--- src/rtl/wb_port_sched.sv ---
// wb_port_sched: arbitrates E/M writeback and an optional debug writer onto one register-file write port.
// Debug port and its anti-starvation counter are built only with WB_SCHED_DBG_PORT_EN defined.
module wb_port_sched (
    input  logic        clk,
    input  logic        rst_n,
    input  logic        wb_valid,
    output logic        wb_ready,
    input  logic [3:0]  dstE,
    input  logic [63:0] valE,
    input  logic [3:0]  dstM,
    input  logic [63:0] valM,
    input  logic        dbg_req,
    input  logic [3:0]  dbg_addr,
    input  logic [63:0] dbg_data,
    output logic        dbg_gnt,
    output logic        rf_we,
    output logic [3:0]  rf_waddr,
    output logic [63:0] rf_wdata,
    output logic        busy
);
`ifdef WB_SCHED_DBG_PORT_EN
    typedef enum logic [1:0] {IDLE, WR_E, WR_M, DBG} state_t;
`else
    typedef enum logic [1:0] {IDLE, WR_E, WR_M} state_t;
`endif

    state_t      state_q, state_d;
    logic [3:0]  e_addr_q, e_addr_d, m_addr_q, m_addr_d;
    logic [63:0] e_data_q, e_data_d, m_data_q, m_data_d;
    logic        rf_we_q, rf_we_d;
    logic [3:0]  rf_waddr_q, rf_waddr_d;
    logic [63:0] rf_wdata_q, rf_wdata_d;
`ifdef WB_SCHED_DBG_PORT_EN
    logic [3:0]  g_addr_q, g_addr_d;
    logic [63:0] g_data_q, g_data_d;
    logic [2:0]  starve_q, starve_d;
    logic        dbg_gnt_q, dbg_gnt_d;

    assign wb_ready = rst_n && state_q == IDLE && !(dbg_req && starve_q == 3'd4);
    assign dbg_gnt  = dbg_gnt_q;
`else
    logic unused_dbg;

    assign wb_ready   = rst_n && state_q == IDLE;
    assign dbg_gnt    = 1'b0;
    assign unused_dbg = ^{dbg_req, dbg_addr, dbg_data};
`endif
    assign rf_we    = rf_we_q;
    assign rf_waddr = rf_waddr_q;
    assign rf_wdata = rf_wdata_q;
    assign busy     = state_q != IDLE;

    always_comb begin
        state_d  = state_q;
        e_addr_d = e_addr_q;
        e_data_d = e_data_q;
        m_addr_d = m_addr_q;
        m_data_d = m_data_q;
`ifdef WB_SCHED_DBG_PORT_EN
        g_addr_d = g_addr_q;
        g_data_d = g_data_q;
        starve_d = starve_q;
`endif
        case (state_q)
            IDLE: begin
                if (wb_valid && wb_ready) begin
                    e_addr_d = dstE;
                    e_data_d = valE;
                    m_addr_d = dstM;
                    m_data_d = valM;
                    // E is skipped when it targets the same register as M, so M wins
                    state_d  = (dstE != 4'hF && dstE != dstM) ? WR_E : (dstM != 4'hF) ? WR_M : IDLE;
`ifdef WB_SCHED_DBG_PORT_EN
                    if (dbg_req && starve_q != 3'd4)
                        starve_d = starve_q + 3'd1;
                end else if (dbg_req) begin
                    g_addr_d = dbg_addr;
                    g_data_d = dbg_data;
                    starve_d = '0;
                    state_d  = DBG;
`endif
                end
            end
            WR_E:    state_d = (m_addr_q != 4'hF) ? WR_M : IDLE;
            default: state_d = IDLE;
        endcase
`ifdef WB_SCHED_DBG_PORT_EN
        dbg_gnt_d  = state_d == DBG;
        rf_we_d    = state_d == WR_E || state_d == WR_M || (state_d == DBG && g_addr_d != 4'hF);
        rf_waddr_d = (state_d == WR_E) ? e_addr_d : (state_d == WR_M) ? m_addr_d :
                     (state_d == DBG) ? g_addr_d : 4'hF;
        rf_wdata_d = (state_d == WR_E) ? e_data_d : (state_d == WR_M) ? m_data_d :
                     (state_d == DBG) ? g_data_d : 64'd0;
`else
        rf_we_d    = state_d == WR_E || state_d == WR_M;
        rf_waddr_d = (state_d == WR_E) ? e_addr_d : (state_d == WR_M) ? m_addr_d : 4'hF;
        rf_wdata_d = (state_d == WR_E) ? e_data_d : (state_d == WR_M) ? m_data_d : 64'd0;
`endif
    end

    always_ff @(posedge clk or negedge rst_n) begin
        if (!rst_n) begin
            state_q    <= IDLE;
            e_addr_q   <= '0;
            e_data_q   <= '0;
            m_addr_q   <= '0;
            m_data_q   <= '0;
            rf_we_q    <= 1'b0;
            rf_waddr_q <= 4'hF;
            rf_wdata_q <= '0;
`ifdef WB_SCHED_DBG_PORT_EN
            g_addr_q   <= '0;
            g_data_q   <= '0;
            starve_q   <= '0;
            dbg_gnt_q  <= 1'b0;
`endif
        end else begin
            state_q    <= state_d;
            e_addr_q   <= e_addr_d;
            e_data_q   <= e_data_d;
            m_addr_q   <= m_addr_d;
            m_data_q   <= m_data_d;
            rf_we_q    <= rf_we_d;
            rf_waddr_q <= rf_waddr_d;
            rf_wdata_q <= rf_wdata_d;
`ifdef WB_SCHED_DBG_PORT_EN
            g_addr_q   <= g_addr_d;
            g_data_q   <= g_data_d;
            starve_q   <= starve_d;
            dbg_gnt_q  <= dbg_gnt_d;
`endif
        end
    end
endmodule

--- config.mk ---
export PLATFORM = sky130hd
export DESIGN_NAME = wb_port_sched
export DESIGN_NICKNAME = d
export VERILOG_FILES = /design/src/rtl/wb_port_sched.sv
export SDC_FILE = /design/constraint.sdc
export NUM_CORES = 1
export LEC_CHECK = 0
export ABC_CLOCK_PERIOD_IN_PS = 3400
export CAP_MARGIN = 30
export CELL_PAD_IN_SITES_DETAIL_PLACEMENT = 1
export CELL_PAD_IN_SITES_GLOBAL_PLACEMENT = 1
export CORE_UTILIZATION = 37
export CTS_BUF_LIST = sky130_fd_sc_hd__clkbuf_16
export CTS_CLUSTER_SIZE = 16
export DETAILED_ROUTE_END_ITERATION = 8
export GPL_TIMING_DRIVEN = 0
export MAX_ROUTING_LAYER = met4
export PLACE_DENSITY_LB_ADDON = 0.1
export SLEW_MARGIN = 20
export SYNTH_ARGS = -nofsm -noshare
export SYNTH_HDL_FRONTEND = slang
export SYNTH_SLANG_ARGS = --single-unit
--- constraint.sdc ---
create_clock -name clk -period 3.4 [get_ports clk]
set_input_delay 0.85 -clock clk [delete_from_list [all_inputs] [get_ports clk]]
set_output_delay 0.85 -clock clk [all_outputs]
set_load 0.03 [all_outputs]
Word level (Yosys, flattened, before mapping)
Cells that the tools add are included.
{"block": "totals", "register_bits": 207, "inputBits": 208, "out_inout_bits": 72, "elab_cells": 38}
{"block": "op_classes", "eq_ne": 7, "n_mux": 17, "reduce_logical": 6}
{"op": "two-way mux 64 bit", "count": 6}
{"op": "two-way mux 4 bit", "count": 6}
{"op": "inequality test 4 bit, second input constant", "count": 3}
{"op": "two-way mux 2 bit", "count": 4}
{"op": "equality test 2 x 1 -> 1 bit, second input constant", "count": 2}
{"op": "inequality test 4 bit", "count": 1}
{"op": "case mux 2 bit (2 select lines)", "count": 1}
{"op": "logical AND 1 bit", "count": 3}
{"op": "equality test 2 bit, second input constant", "count": 1}
{"op": "logical NOT 2 bit", "count": 1}
{"op": "nonzero test 2 bit", "count": 1}
{"op": "logical OR 1 bit", "count": 1}

Logic depth before layout (Yosys ltp)
Gate-level depths: netlist of run 1.
{"block": "depth", "word_depth": 8, "ltp_mapped": 10, "mapped_depth_nobuf": 7}

Worst setup path before layout of run 1
OpenSTA, ideal clock, no wires.
{"block": "synth_timing", "kind": "input -> register", "start": "input rst_n", "end": "register rf_wdata_q[62], in the netlist rf_wdata[62]", "setup_time_ps": 66, "t_arrival_ps": 2795, "required_time_ps": 3334, "path_slack_ps": 539, "stages": 10, "path_buffers": 4, "cell_sequence": "and4bb_4 > buf_6 > buf_6 > nand2_1 > a221oi_1 > ha_1 > nor2b_1 > buf_1 > clkbuf_1 > a22o_1"}
{"block": "synth_via", "elab_chain_cells": 7, "word_cells_on_any_way": 12, "classes_between": "eq/ne (2); mux (8); reduce/logical (2)"}
{"element": "start: declaration", "line_no": "5", "source": "input logic rst_n,"}
{"element": "logical AND 1 bit (*)", "line_no": "44", "source": "assign wb_ready = rst_n && state_q == IDLE;"}
{"element": "logical AND 1 bit (*)", "line_no": "66", "source": "if (wb_valid && wb_ready) begin"}
{"element": "two-way mux 2 bit (*)", "line_no": "66"}
{"element": "case mux 2 bit (2 select lines) (*)", "line_no": "64", "source": "case (state_q)"}
{"element": "via state_d[1]", "line_no": "27", "source": "state_t state_q, state_d;"}
{"element": "equality test 2 bit", "line_no": "97", "source": "rf_wdata_d = (state_d == WR_E) ? e_data_d : (state_d == WR_M) ? m_data_d : 64'd0;"}
{"element": "two-way mux 64 bit", "line_no": "97"}
{"element": "two-way mux 64 bit (*)", "line_no": "97"}
{"element": "via rf_wdata_d[62]", "line_no": "32", "source": "logic [63:0] rf_wdata_q, rf_wdata_d;"}
{"element": "end signal: assignment", "line_no": "125", "source": "rf_wdata_q <= rf_wdata_d;"}
{"element": "end: declaration", "line_no": "32"}
The timed path passes the listed nets; every way through them passes the cells marked *.

Worst setup path after layout of run 1
{"block": "layout_timing", "start": "input wb_valid", "end": "register rf_wdata_q[7], in the netlist rf_wdata[7]"}
{"block": "layout_via", "elab_chain_cells": 6, "word_cells_on_any_way": 11, "classes_between": "eq/ne (2); mux (8); reduce/logical (1)"}
{"element": "start: declaration", "line_no": "6", "source": "input logic wb_valid,"}
{"element": "logical AND 1 bit (*)", "line_no": "66"}
{"element": "two-way mux 2 bit (*)", "line_no": "66"}
{"element": "case mux 2 bit (2 select lines) (*)", "line_no": "64"}
{"element": "via state_d[1]", "line_no": "27"}
{"element": "equality test 2 bit", "line_no": "97"}
{"element": "two-way mux 64 bit", "line_no": "97"}
{"element": "two-way mux 64 bit (*)", "line_no": "97"}
{"element": "via rf_wdata_d[7]", "line_no": "32"}
Marks and branches as above.

==> flow_metrics.env, run 1 <==
export IMPL_status="completed"
export IMPL_post_cts_repair_setup_buffers=0
export IMPL_p_int_w=0.00525
export IMPL_fillers=2034
export IMPL_critPathArrivalTime_ns=3.65
export IMPL_drive_above_1_share_pct=27.3
export IMPL_grt_overflow_total=0
export IMPL_routed_via_count=4800
export IMPL_netSwitchingFraction_pct=25.6
export IMPL_initial_core_util_pct=38.1
export IMPL_endpoint="rf_wdata[7]$_DFF_PN0_"
export IMPL_avgSynthCellArea_um2=17.3
export IMPL_cts_tree="built"
export IMPL_grt_pass1_vias=5611
export IMPL_numClockSinks=207
export IMPL_drc=0
export IMPL_rsz0062_at_grt="true"
export IMPL_synthTopCellsByCount="dfrtp_1, mux2_4, a22o_1, mux2_2"
export IMPL_power_density_mw_per_mm2=621
export IMPL_worstMarginPinSlew_ns=0.553
export IMPL_cts_buffer_depth=3
export IMPL_setup_viol=0
export IMPL_leakage_nw=5.06
export IMPL_grt_start_max_net_pins=101
export IMPL_wire_per_inst_um=20.2
export IMPL_required_ns=3.83
export IMPL_synth_edf_count=0
export IMPL_fin_crit_ns=3.22
export IMPL_synth_area_leaders="dfrtp_1, mux2_4, a22o_1"
export IMPL_reg2reg_from="state_q[0]$_DFF_PN0_"
export IMPL_htreeDepth=1
export IMPL_pwr_share_seq_pct=43.4
export IMPL_coreArea_mm2=0.0212
export IMPL_finalHoldViolCount=0
export IMPL_fp_dieW_um=150
export IMPL_max_cap_violations=0
export IMPL_yosys_cell_count_top_type="dfrtp_1"
export IMPL_fin_area_mm2=0.0114
export IMPL_via_per_inst=4.82
export IMPL_p_clk_share_pct=34.4
export IMPL_dieArea_mm2=0.0224
export IMPL_clock_latency_ns=0.50
export IMPL_place_area_mm2=0.0106
export IMPL_combPwrFrac_pct=22.1
export IMPL_total_power_w=0.00706
export IMPL_reg2reg_slack_ns=0.52
export IMPL_wl_mm=20.1
export IMPL_synthToLayoutAreaGrowth_pct=40.5
export IMPL_synth_top_area_share_pct=62.8
export IMPL_switchingPower_w=0.00181
export IMPL_end_kind="register"
export IMPL_yosysSeqAreaShare_pct=64.1
export IMPL_ant_nets=0
export IMPL_relSlewSlack_pct=63.1
export IMPL_place_hpwl_mm=13.5
export IMPL_rr_worst_depth=10
export IMPL_clk_pin_slew_ns=0.06
export IMPL_regArea_mm2=0.00518
export IMPL_ir_drop_uv=302
export IMPL_ys_async_sr_fraction_pct=100
export IMPL_finalSetupTns_ns=0
export IMPL_cts_root_buf="clkbuf_16"
export IMPL_antenna_found_initial=1
export IMPL_finClkSkew_ns=0.0102
export IMPL_yosysWarningCount=0
export IMPL_fmax_mhz=311
export IMPL_hold_path_class="in -> async"
export IMPL_path_class="in -> reg"
export IMPL_grt_first_pass_wirelength_mm=32.0
export IMPL_yosysUniqueCellTypes=27
export IMPL_fp_row_count=53
export IMPL_syn_area_mm2=0.00809
export IMPL_synth_ff_type="dfrtp_1"
export IMPL_multi_input_area_mm2=0.00267
export IMPL_portBuffers=209
export IMPL_startpoint_type="input port"
export IMPL_syn_nets=677
export IMPL_drtIter0Drc=80
export IMPL_ys_seq_elements=207
export IMPL_cts_made_buffers=23
export IMPL_dieHeight_um=150
export IMPL_r2r_end="rf_wdata[7]$_DFF_PN0_"
export IMPL_netlist_instances=467
export IMPL_synth_top_area_cell="dfrtp_1"
export IMPL_drt_pass1_iter_count=4
export IMPL_drv_slew=0
export IMPL_startpoint="wb_valid"
export IMPL_fin_crit_sh_pct=94.6
export IMPL_globalplace_congestion=0.755
export IMPL_critPathMaxFanout=10
export IMPL_ioPinCount=280
export IMPL_fin_nets=914
export IMPL_track_usage_pct=19.2
placed cells by master, fill, tap and decap left out, types with 2 or more instances in the layout:
master and n:
clkbuf_4 2, clkbuf_16 23, clkdlybuf4s50_1 208, nand2_1 3
ha_1 2, dfstp_2 4, mux2_2 30, inv_1 4
mux2_4 100, clkinv_2 4, dfrtp_1 203, mux2_1 6
clkinv_1 7, clkbuf_2 2, nand4_1 4, buf_2 6
clkbuf_1 6, bufinv_16 3, buf_16 2, o22a_1 4
xnor2_1 4, a22o_1 64, buf_6 13
flip-flops by register name (all words and copies together) (netlist names):
signal    cells
rf_wdata     64
rf_waddr      4
m_data_q     64
m_addr_q      4
e_addr_q      4
state_q       2
e_data_q     64
rf_we         1
cell type report:
type	instances	share of cell area, %
clock buffer	23	5.06
inverter	3	0.0991
multi-input combinational	227	23.5
buffer	30	2.04
antenna	1	0.0220
sequential	207	45.6
clock inverter	17	1.38
timing repair buffer	212	19.2
tap	275	3.03
power groups by stage:
| stage | Sequential (W) | Clock, W | Combinational [W] |
|---|---|---|---|
| 2_1_floorplan | 0.00325 | 0 | 0.000795 |
| 3_3_place_gp | 0.00310 | 0 | 0.00151 |
| 3_5_place_dp | 0.00311 | 0 | 0.00156 |
| 4_1_cts | 0.00307 | 0.00251 | 0.00158 |
| 5_1_grt | 0.00311 | 0.00261 | 0.00168 |
| 6_report | 0.00307 | 0.00243 | 0.00156 |
layer usage:
layer	routed length (µm)	part of all wire (%)	vias to the layer above	global-route usage [%]
li1	-	-	2166	-
met5	0	0	-	-
met4	277	1.4	0	4.04
met3	1320	6.5	23	4.79
met2	9960	49	132	30.9
met1	8570	43	2479	24.6
through the flow:
step | cells | util, % | worst slack (ns) | hold WS [ns]
2_1_floorplan | 467 | - | 0.539 | 0.455
3_3_place_gp | 951 | 49.6 | -8.21 | 0.469
3_5_place_dp | 953 | 49.9 | -0.996 | 0.475
4_1_cts | 994 | 53.5 | 0.160 | 0.130
5_1_grt | 995 | 53.5 | -0.00371 | 0.124
6_report | 995 | 53.5 | 0.182 | 0.144
critical path, stage by stage:
cell	delay (ns)
clkdlybuf4s50_1	0.48
and4bb_4	0.29
buf_6	0.18
buf_6	0.18
nand2_1	0.09
a221oi_1	0.41
ha_1	0.26
nor2b_1	0.14
buf_2	0.29
clkbuf_2	0.31
a22o_1	0.18
cell families after synthesis:
logic type | after synthesis | synth area share [%]
AO/OA/AOI/OAI | 71 | 7.69
XOR/XNOR | 4 | 0.433
adder cells (fa/ha/maj) | 2 | 0.309
buffers and inverters | 33 | 2.82
flip-flops | 207 | 64.1
multiplexers | 136 | 23.6
other | 1 | 0.0464
AND/OR/NAND/NOR | 13 | 0.990
worst min path at each step:
stage,start,to,slack [ns],cells past startpoint
after floorplan,m_data_q[53]$_DFF_PN0_,m_data_q[53]$_DFF_PN0_,0.46,1
after global placement,m_data_q[54]$_DFF_PN0_,m_data_q[54]$_DFF_PN0_,0.47,1
after detailed placement,m_data_q[53]$_DFF_PN0_,m_data_q[53]$_DFF_PN0_,0.48,1
after CTS,rst_n,e_addr_q[1]$_DFF_PN0_,0.13,1
after global routing,rst_n,e_addr_q[1]$_DFF_PN0_,0.12,1
final,rst_n,e_addr_q[1]$_DFF_PN0_,0.14,1
timing repair:
action,CTS,global route
gates cloned,1,0
gates resized for setup,8,7
hold buffers,0,0
endpoints found under the setup margin,63,36
pin swaps,0,0
No activity file was read; power rests on OpenSTA's default activity.
==> inputs of run 2 (changes only) <==
--- a/config.mk
+++ b/config.mk
@@ -5,7 +5,7 @@
 export SDC_FILE = /design/constraint.sdc
 export NUM_CORES = 1
 export LEC_CHECK = 0
-export ABC_CLOCK_PERIOD_IN_PS = 3400
+export ABC_CLOCK_PERIOD_IN_PS = 3300
 export CAP_MARGIN = 30
 export CELL_PAD_IN_SITES_DETAIL_PLACEMENT = 1
 export CELL_PAD_IN_SITES_GLOBAL_PLACEMENT = 1
==> constraint.sdc (replaced) <==
create_clock -name clk -period 3.3 [get_ports clk]
set_input_delay 0.825 -clock clk [delete_from_list [all_inputs] [get_ports clk]]
set_output_delay 0.825 -clock clk [all_outputs]
set_load 0.03 [all_outputs]
==> run 2 against run 1 <==
Effect of this change: die area unchanged; global-route usage unchanged; setup slack improved by 0.0089 ns; flip-flop and latch count unchanged; clock skew increased by 0.00073 ns; critical path type unchanged; critical endpoint is now rf_wdata[29]$_DFF_PN0_; largest cell class unchanged; largest power group unchanged.
==> flow_metrics.env, run 2 (same netlist as run 1, synthesis figures left out) <==
export IMPL_status="completed"
export IMPL_grt_first_pass_wirelength_mm=32.0
export IMPL_coreArea_mm2=0.0212
export IMPL_place_hpwl_mm=13.5
export IMPL_end_kind="register"
export IMPL_wl_mm=20.1
export IMPL_final_cell_mix="clkdlybuf4s50_1, dfrtp_1, mux2_4, a22o_1, mux2_2"
export IMPL_grt_pass1_vias=5611
export IMPL_ant_nets=0
export IMPL_fp_dieW_um=150
export IMPL_clk_pin_slew_ns=0.06
export IMPL_multi_input_area_mm2=0.00267
export IMPL_critPathMaxFanout=10
export IMPL_rsz0062_at_grt="false"
export IMPL_fin_nets=914
export IMPL_finalHoldViolCount=0
export IMPL_regArea_mm2=0.00518
export IMPL_worstMarginPinSlew_ns=0.555
export IMPL_synthToLayoutAreaGrowth_pct=40.7
export IMPL_fmax_mhz=322
export IMPL_fin_crit_sh_pct=94.2
export IMPL_dieArea_mm2=0.0224
export IMPL_cts_root_buf="clkbuf_16"
export IMPL_cts_tree="built"
export IMPL_routed_via_count=4803
export IMPL_portBuffers=209
export IMPL_drv_slew=0
export IMPL_mostFrequentLayoutCell="clkdlybuf4s50_1"
export IMPL_drc=0
export IMPL_required_ns=3.68
export IMPL_fp_row_count=53
export IMPL_post_cts_repair_setup_buffers=0
export IMPL_grt_start_max_net_pins=101
export IMPL_numClockSinks=207
export IMPL_final_util_pct=53.6
export IMPL_startpoint_type="input port"
export IMPL_wire_per_inst_um=20.2
export IMPL_ir_drop_uv=310
export IMPL_drive_above_1_share_pct=27.3
export IMPL_drt_pass1_iter_count=4
export IMPL_path_class="in -> reg"
export IMPL_fillers=2036
export IMPL_track_usage_pct=19.2
export IMPL_fin_cells=995
export IMPL_leakage_nw=5.05
export IMPL_initial_core_util_pct=38.1
export IMPL_antenna_found_initial=1
export IMPL_ioPinCount=280
export IMPL_max_cap_violations=0
export IMPL_hold_path_class="in -> async"
export IMPL_drtIter0Drc=77
export IMPL_fin_crit_ns=3.11
export IMPL_setup_viol=0
export IMPL_critPathArrivalTime_ns=3.49
export IMPL_dieHeight_um=150
export IMPL_globalplace_congestion=0.755
export IMPL_htreeDepth=1
export IMPL_relSlewSlack_pct=63.0
export IMPL_finClkSkew_ns=0.0110
export IMPL_cts_made_buffers=23
export IMPL_grt_overflow_total=0
export IMPL_clock_latency_ns=0.50
export IMPL_dpl_cell_count=953
export IMPL_via_per_inst=4.83
export IMPL_cts_buffer_depth=3
export IMPL_power_density_mw_per_mm2=639
## run 2: critical path: stages
cell and delay (ns):
clkdlybuf4s50_1 0.48, and4bb_4 0.29, buf_6 0.18, buf_6 0.17, nand2_1 0.09, a221o_1 0.36
ha_1 0.21, clkbuf_2 0.24, clkbuf_1 0.33, a22o_1 0.30
## run 2: area by class of cell
cell class,instances,area share [%]
Clock buffer,23,5.06
Antenna cell,1,0.0220
Inverter,3,0.0990
Timing Repair Buffer,212,19.2
Sequential cell,207,45.6
Tap cell,275,3.02
Multi-Input combinational cell,227,23.5
Clock inverter,17,1.37
Buffer,30,2.14
## run 2: worst paths after layout
path | start | to | slack [ns] | cells after the start
max | wb_valid | rf_wdata[29]$_DFF_PN0_ | 0.19 | 10
min | rst_n | e_addr_q[1]$_DFF_PN0_ | 0.12 | 1
max reg2reg | state_q[0]$_DFF_PN0_ | rf_wdata[29]$_DFF_PN0_ | 0.51 | 9
min reg2reg | m_data_q[53]$_DFF_PN0_ | m_data_q[53]$_DFF_PN0_ | 0.49 | 1
max in group asynchronous | rst_n | m_data_q[34]$_DFF_PN0_ | 2.47 | 2
min in group clk | m_data_q[53]$_DFF_PN0_ | m_data_q[53]$_DFF_PN0_ | 0.49 | 1
## run 2: metal layers
layer  up-vias  share of wire, %  track usage, %
li1       2167                 -               -
met1      2481                42            24.6
met2       132                50            30.9
met3        23               6.5            4.79
met4         0               1.4            4.04
met5         -                 0               -
## run 2: stage by stage
step | area [µm²] | worst slack, ns | TNS (ns) | hold slack [ns] | total power, W
3_5_place_dp | 10600 | -1.07 | -64.81 | 0.475 | 0.00481
5_1_grt | 11400 | 0.0163 | 0 | 0.0991 | 0.00764
3_3_place_gp | 10500 | -8.29 | -2955.25 | 0.469 | 0.00475
6_report | 11400 | 0.191 | 0 | 0.118 | 0.00727
2_1_floorplan | 8090 | 0.464 | 0 | 0.455 | 0.00417
4_1_cts | 11400 | 0.0848 | 0 | 0.105 | 0.00738
## run 2: where the power goes
group	internal (W)	total [W]	switching [W]
clock	0.00150	0.00251	0.00101
sequential	0.00301	0.00316	0.000144
combinational	0.000904	0.00161	0.000706
total	0.00541	0.00727	0.00186
## run 2: timing repair
action	4_1_cts	5_1_grt
cloned	1	0
endpoints found under the setup margin	64	60
resized for setup	8	13
hold buffers	0	0
endpoints found under the hold margin	0	0
==> inputs of run 3 (changes only) <==
--- a/config.mk
+++ b/config.mk
@@ -16,6 +16,7 @@
 export GPL_TIMING_DRIVEN = 0
 export MAX_ROUTING_LAYER = met4
 export PLACE_DENSITY_LB_ADDON = 0.1
+export SKIP_CTS_REPAIR_TIMING = 1
 export SLEW_MARGIN = 20
 export SYNTH_ARGS = -nofsm -noshare
 export SYNTH_HDL_FRONTEND = slang
==> run 3 against run 2 <==
Effect of this change: clock skew fell by 0.0014 ns; setup slack got worse by 0.0040 ns; sequential share of layout area did not move; clock power barely moved; maximum frequency fell by 0.13%; largest cell class unchanged.
==> flow_metrics.env, run 3 (same netlist as run 1, synthesis figures left out) <==
export IMPL_status="completed"
export IMPL_netSwitchingFraction_pct=25.5
export IMPL_critPathArrivalTime_ns=3.54
export IMPL_grt_overflow_total=0
export IMPL_drc=0
export IMPL_met1_length_mm=8.59
export IMPL_power_density_mw_per_mm2=639
export IMPL_dieArea_mm2=0.0224
export IMPL_final_cell_mix="clkdlybuf4s50_1, dfrtp_1, mux2_4, a22o_1, mux2_2"
export IMPL_fmax_mhz=321
export IMPL_drive_above_1_share_pct=28.1
export IMPL_hold_path_class="in -> async"
export IMPL_ir_drop_uv=311
export IMPL_total_power_w=0.00727
export IMPL_startpoint_type="input port"
export IMPL_fin_nets=914
export IMPL_end_kind="register"
export IMPL_met2WireLength_mm=9.88
export IMPL_reg2reg_from="state_q[0]$_DFF_PN0_"
export IMPL_via_per_inst=4.84
export IMPL_fp_row_count=53
export IMPL_p_clk_share_pct=34.4
export IMPL_fillers=2035
export IMPL_reg2reg_slack_ns=0.50
export IMPL_drt_pass1_iter_count=4
export IMPL_cts_made_buffers=23
export IMPL_clk_pin_slew_ns=0.06
export IMPL_initial_core_util_pct=38.1
export IMPL_wire_per_inst_um=20.2
export IMPL_clock_latency_ns=0.50
export IMPL_relSlewSlack_pct=64.5
export IMPL_fin_area_mm2=0.0114
export IMPL_rsz0062_at_grt="false"
export IMPL_coreArea_mm2=0.0212
export IMPL_antenna_found_initial=1
export IMPL_pwr_share_seq_pct=43.4
export IMPL_whs_ns=0.122
export IMPL_cts_tree="built"
export IMPL_cts_root_buf="clkbuf_16"
export IMPL_fp_dieW_um=150
export IMPL_switchingPower_w=0.00186
export IMPL_wl_mm=20.1
export IMPL_leakage_nw=5.07
export IMPL_place_hpwl_mm=13.5
export IMPL_globalplace_congestion=0.755
export IMPL_drv_slew=0
export IMPL_drtIter0Drc=102
export IMPL_fin_crit_sh_pct=94.3
export IMPL_ant_nets=0
export IMPL_path_class="in -> reg"
export IMPL_finClkSkew_ns=0.00956
export IMPL_fin_crit_ns=3.11
export IMPL_grt_first_pass_wirelength_mm=31.7
export IMPL_routed_via_count=4813
export IMPL_r2r_end="rf_wdata[59]$_DFF_PN0_"
export IMPL_grt_start_max_net_pins=105
export IMPL_setup_viol=0
export IMPL_synthToLayoutAreaGrowth_pct=40.7
export IMPL_combPwrFrac_pct=22.1
export IMPL_htreeDepth=1
export IMPL_dieHeight_um=150
export IMPL_portBuffers=209
export IMPL_track_usage_pct=19.0
export IMPL_p_int_w=0.00541
export IMPL_place_area_mm2=0.0106
export IMPL_worstMarginPinSlew_ns=0.533
export IMPL_max_cap_violations=0
export IMPL_mostFrequentLayoutCell="clkdlybuf4s50_1"
export IMPL_finalHoldViolCount=0
export IMPL_ioPinCount=280
export IMPL_met3_length_mm=1.34
export IMPL_required_ns=3.73
export IMPL_cts_buffer_depth=3
export IMPL_top_layer_used="met4"
export IMPL_critPathMaxFanout=10
export IMPL_grt_pass1_vias=5571
export IMPL_rr_worst_depth=10
export IMPL_numClockSinks=207
[run 3: cell count changes in the layout (fill, tap and decap cells not counted), sizes merged]
cell,previous run,this run
clkbuf,37,38
bufbuf,1,0
[run 3: how the worst max path moves through the flow]
stage              from                      to  slack (ns)  depth (start not counted)
5_1_grt           rst_n  rf_wdata[57]$_DFF_PN0_        0.02                         12
2_1_floorplan     rst_n  rf_wdata[62]$_DFF_PN0_        0.46                         10
3_3_place_gp      rst_n  rf_wdata[48]$_DFF_PN0_       -8.29                         10
3_5_place_dp      rst_n  rf_wdata[42]$_DFF_PN0_       -1.07                         12
4_1_cts           rst_n  rf_wdata[29]$_DFF_PN0_       -0.57                         12
6_report       wb_valid  rf_wdata[59]$_DFF_PN0_        0.19                         11
[run 3: per-stage QoR]
step                utilization [%]  instances  setup WS (ns)  TNS [ns]
CTS                            53.3        993         -0.566    -31.15
floorplan                         -        467          0.464         0
global route                   53.6        995         0.0227         0
detailed placement             49.9        953          -1.07    -64.81
finish                         53.6        995          0.187         0
global placement               49.6        951          -8.29  -2955.25
[run 3: layout make-up]
class	instances	area (µm²)	area share, %
flip-flops and latches	207	5180	45.6
multi-input cells	227	2670	23.5
repair buffers	212	2180	19.1
clock buffers	23	576	5.06
well taps	275	344	3.02
plain buffers	30	251	2.21
clock inverters	17	156	1.37
inverters	3	11.3	0.0990
diodes	1	2.50	0.0220
[run 3: power by group through the flow]
stage                     Combinational, W  Clock, W  Sequential (W)
after CTS                          0.00162   0.00259         0.00316
final                              0.00161   0.00250         0.00316
after floorplan                   0.000819         0         0.00335
after global routing               0.00174   0.00269         0.00321
after global placement             0.00156         0         0.00319
after detailed placement           0.00161         0         0.00320
[run 3: per-layer routing]
layer,up-vias,track usage (%)
li1,2168,-
met1,2487,24.6
met2,135,30.2
met3,23,4.79
met4,0,4.04
met5,-,-
[run 3: critical path, cell delays in order]
cell             delay, ns
clkdlybuf4s50_1       0.48
and4bb_4              0.29
buf_6                 0.18
buf_6                 0.18
nand2_1               0.09
a221oi_1              0.41
ha_1                  0.26
nor2b_1               0.14
clkbuf_4              0.25
clkbuf_4              0.26
a22o_1                0.17
